## config.mk

```make
export PLATFORM = sky130hd
export DESIGN_NAME = int_sram_resp
export DESIGN_NICKNAME = d
export VERILOG_FILES = /design/src/rtl/int_sram_resp.sv
export SDC_FILE = /design/constraint.sdc
export NUM_CORES = 1
export LEC_CHECK = 0
export BUFFER_PORTS_ARGS = -buffer_cell sky130_fd_sc_hd__buf_4
export CAP_MARGIN = 20
export CORE_AREA = 4 4 94 96
export CTS_CLUSTER_SIZE = 8
export DETAILED_ROUTE_END_ITERATION = 8
export DIE_AREA = 0 0 98 100
export HOLD_SLACK_MARGIN = 0.02
export PLACE_DENSITY = 0.67
export SYNTH_ARGS = -nofsm -noshare
export SYNTH_HDL_FRONTEND = slang
export SYNTH_SLANG_ARGS = --single-unit
```

## constraint.sdc

```tcl
create_clock -name clk -period 2.9 [get_ports clk]
set_clock_uncertainty 0.15 [all_clocks]
set_input_delay 0.145 -clock clk [delete_from_list [all_inputs] [get_ports clk]]
set_output_delay 0.145 -clock clk [all_outputs]
set_load 0.01 [all_outputs]
```

## src/rtl/int_sram_resp.sv

```systemverilog
// int_sram_resp: single-port SRAM responder arbitrating a boot-loader write port over a
// CPU port, with one-cycle CPU completion and a saturating boot-write counter.
module int_sram_resp #(
  parameter int DATA_W      = 32,
  parameter int ADDR_W      = 32,
  parameter int SRAM_ADDR_W = 13
) (
  input  logic                     clk,
  input  logic                     rst,
  input  logic                     boot_valid,
  input  logic [ADDR_W-1:0]        boot_addr,
  input  logic [DATA_W-1:0]        boot_wdata,
  input  logic [DATA_W/8-1:0]      boot_wstrb,
  input  logic                     cpu_valid,
  input  logic [SRAM_ADDR_W-1:0]   cpu_addr,
  input  logic [DATA_W-1:0]        cpu_wdata,
  input  logic [DATA_W/8-1:0]      cpu_wstrb,
  output logic [DATA_W-1:0]        cpu_rdata,
  output logic                     cpu_ready,
  output logic                     mem_en,
  output logic [DATA_W/8-1:0]      mem_we,
  output logic [SRAM_ADDR_W-3:0]   mem_addr,
  output logic [DATA_W-1:0]        mem_wdata,
  input  logic [DATA_W-1:0]        mem_rdata,
  input  logic                     boot_cnt_clr,
  output logic [SRAM_ADDR_W-2:0]   boot_wr_cnt,
  output logic                     boot_err
);
  localparam int CW = SRAM_ADDR_W - 1;
  typedef enum logic {IDLE, ACK} state_t;
  state_t         state_q, state_d;
  logic           rd_q, rd_d;
  logic [CW-1:0]  cnt_q, cnt_d;
  logic           err_q, err_d;
  logic           boot_ok, boot_oob, cpu_issue;
  logic           unused_addr_lsbs;
  assign unused_addr_lsbs = ^{boot_addr[1:0], cpu_addr[1:0]};
  assign boot_ok   = boot_valid && ((boot_addr >> SRAM_ADDR_W) == '0);
  assign boot_oob  = boot_valid && !boot_ok;
  // any boot_valid, even an out-of-range one, stalls the CPU for that cycle
  assign cpu_issue = (state_q == IDLE) && cpu_valid && !boot_valid;
  always_comb begin
    state_d     = cpu_issue ? ACK : IDLE;
    rd_d        = cpu_issue ? (cpu_wstrb == '0) : rd_q;
    cnt_d       = boot_cnt_clr ? CW'(boot_ok) : (boot_ok && cnt_q != '1) ? cnt_q + 1'b1 : cnt_q;
    err_d       = boot_oob || (err_q && !boot_cnt_clr);
    mem_en      = boot_ok || cpu_issue;
    mem_we      = boot_ok ? boot_wstrb : cpu_issue ? cpu_wstrb : '0;
    mem_addr    = boot_ok ? boot_addr[SRAM_ADDR_W-1:2] : cpu_issue ? cpu_addr[SRAM_ADDR_W-1:2] : '0;
    mem_wdata   = boot_ok ? boot_wdata : cpu_issue ? cpu_wdata : '0;
    cpu_ready   = state_q == ACK;
    cpu_rdata   = (state_q == ACK && rd_q) ? mem_rdata : '0;
    boot_wr_cnt = cnt_q;
    boot_err    = err_q;
  end
  always_ff @(posedge clk or posedge rst) begin
    if (rst) begin
      state_q <= IDLE;
      rd_q    <= 1'b0;
      cnt_q   <= '0;
      err_q   <= 1'b0;
    end else begin
      state_q <= state_d;
      rd_q    <= rd_d;
      cnt_q   <= cnt_d;
      err_q   <= err_d;
    end
  end
endmodule
```

==> results.ini <==
[clock_tree]
clk_latency_ns=0.25
clock_sinks=15
post-cts-setup-buffer-count=0
clock_h_tree_levels=1
clk_pin_slew_worst_paths_ns=0.07
ctsRootBufferMaster=sky130_fd_sc_hd__clkbuf_8
clock_path_buffers=2
tritoncts=done
cts_inserted_buffers=3

[global_route]
grt_util_met3_pct=7.30
grt-busiest-layer=met2
grt_first_pass_wirelength_microns=13400
antenna_violations_before_repair=0
grt_util_all_layers_pct=16.6
groute.layer.met2.usage_pct=28.6
first_global_vias=2434
gr-total-overflow=0
grt_start_max_net_pins=50
met1_track_demand_over_resource_in_global_routing_pct=19.6

[route]
firstDrtPassIters=6
drt.antenna.violating_nets=0
detailroute.via_count=2533
routedWlPerCell_microns=17.1
wl_microns=9110
vias_cell=4.75
detail_route.drc_violations=0
drt-initial-drc-count=65

[placed_design]
globalplace.congestion=0.805
dpl_worst_slack_ns=0.653
place.port_buffers=243
hpwlAfterDp_microns=7560
placed_cells=526

[layout]
n_fill_cell=799
share_of_cells_above_drive_strength_1_pct=60.7
final-instance-count-excl-fill=533
area_growth_pct=127
nets=584
antenna_cells_inserted=0

[setup_path]
worstSetupStartpointType=flop
crit_path_max_fanout=49
critPathRequiredTime_ns=2.61
reg2reg_setup_slack_ns=0.63
worstSetupEndpointType=primary output
reg2regPathDepth=6
timing_worst_setup_path_type=reg -> out
rr_startpoint=boot_wr_cnt[0]
r2r-end=boot_wr_cnt[4]
crit_path_start=cpu_ready
worstPathArrival_ns=1.99

[yosys]
yosys-top-cells-count=sky130_fd_sc_hd__a22o_1 (47), sky130_fd_sc_hd__and3_1 (34), sky130_fd_sc_hd__dfrtp_1 (15)
synth_top_area_share_pct=26.4
synth_seq_area_share_pct=24.1
postSynthAreaPerCell_sq_um=8.00
synth_ff_type=sky130_fd_sc_hd__dfrtp_1
synthDistinctLibCells=31
synth-seq-cells=15
synthArstFlopShare_pct=100
netlist.top_cell.by_area=sky130_fd_sc_hd__a22o_1
synth_edf_count=0
yosysMostFrequentCell=sky130_fd_sc_hd__a22o_1
synthCells=195
synthesis.area_sq_mm=0.00156
netlist_top_cells_area=sky130_fd_sc_hd__a22o_1 (26%), sky130_fd_sc_hd__dfrtp_1 (24%), sky130_fd_sc_hd__and3_1 (14%)
synth_fp_nets=350
yosys_warnings=0

[floorplanning]
die_height_microns=100
rows=33
effective_utilization_at_floorplan_pct=19.4
pin_count=248
die_w_microns=98
area_of_the_core_sq_mm=0.00805
die_area_sq_mm=0.00980

[timing]
unrepaired_setup_endpoints_after_global_routing=no
finalMaxSlewViolations=0
setup_viol_count_final=0
maxSlewHeadroom_pct=45.2
timing.fmax_mhz=438
setup_tns_ns=0
timing.final.ws_setup_ns=0.616
tightestPinTransition_ns=0.822
finalWorstPathRequiredPeriod_ns=2.28
min_period_over_period_pct=78.7
finalHoldViolations=0

[min_path]
holdPathEnd=cpu_ready
instance_count_along_the_most_critical_hold_path=2
timing.hold.worst.class=in -> reg
hold_path_origin=cpu_valid

[flow_run]
timing.max_cap.violations=0

[pwr]
total_leakage_power_uw=0.00200
power-per-cell-area_mw_per_mm2=191
ir_worst_vdd_mv=0.137

[status]
result_of_the_run=finished clean

## worst max-delay path, cell delays in order (launching register included)
cell and delay, ns:
sky130_fd_sc_hd__dfrtp_1 0.88, sky130_fd_sc_hd__nor3b_2 0.16, sky130_fd_sc_hd__buf_12 0.22, sky130_fd_sc_hd__or2_2 0.30, sky130_fd_sc_hd__buf_4 0.15
## state kept, by name (all words and copies together) (netlist names)
register     flops
boot_err         1
boot_wr_cnt     12
cpu_ready        1
rd_q             1
## how the worst max path moves through the flow
stage               slack [ns]              to
floorplan                 0.86  boot_wr_cnt[5]
global placement          0.67   mem_wdata[20]
detailed placement        0.65  boot_wr_cnt[4]
CTS                       0.63  boot_wr_cnt[4]
global route              0.45  boot_wr_cnt[7]
finish                    0.62          mem_en
## power breakdown
group	internal, uW	switching [uW]	leakage [uW]	total [uW]
Clock	95.1	77.1	0.0000255	172
Combinational	190	92.5	0.00177	282
Sequential	211	10.9	0.000205	222
## layout by cell type, fill, tap and decap left out, types with 6 or more instances in the layout
cell type	synthesis	final
sky130_fd_sc_hd__inv_1	7	7
sky130_fd_sc_hd__a22o_1	47	47
sky130_fd_sc_hd__nor4_1	6	6
sky130_fd_sc_hd__a21oi_1	10	10
sky130_fd_sc_hd__nor2_1	6	6
sky130_fd_sc_hd__and3_1	34	33
sky130_fd_sc_hd__dfrtp_1	15	15
sky130_fd_sc_hd__buf_4	1	245
sky130_fd_sc_hd__nand2_1	10	10
## routing by layer
metal  wire length (microns)  vias up  part of all wire (%)
met3                    1180        4                    13
met1                    3430     1153                    38
met5                       0        -                     0
li1                        -     1234                     -
met2                    4450      142                    49
met4                      50        0                  0.55
## cells by family (layout without fill, tap and decap cells)
kind of cell	after synthesis	in the layout	synth area share (%)
AND/OR/NAND/NOR	81	81	31.5
adder cells (fa/ha/maj)	1	1	0.802
buffers and inverters	27	260	7.62
flip-flops	15	15	24.1
AO/OA/AOI/OAI	70	70	35.3
multiplexers	1	1	0.722
## per-stage QoR
step / utilization [%] / power, uW / instance area, sq um / hold slack, ns
detailed placement: 43.0 / 507 / 3460 / 0.109
global route: 44.0 / 712 / 3540 / 0.0534
finish: 44.0 / 677 / 3540 / 0.0530
CTS: 44.0 / 681 / 3540 / 0.0514
global placement: 43.0 / 502 / 3460 / 0.101
floorplan: - / 288 / 1560 / -0.104
## layout make-up
type | instances | area, sq um | share of cell area (%)
Clock inverter | 1 | 5.00 | 0.141
Sequential cell | 15 | 375 | 10.6
Tap cell | 105 | 131 | 3.71
Clock buffer | 3 | 41.3 | 1.17
Inverter | 7 | 26.3 | 0.742
Timing Repair Buffer | 249 | 1890 | 53.4
Multi-Input combinational cell | 153 | 1070 | 30.3
## timing repair
item / 4_1_cts / 5_1_grt
hold endpoints to repair: 19 / 0
hold buffers: 3 / 0
resized for setup: 0 / 0
No activity file was read; power rests on OpenSTA's default activity.
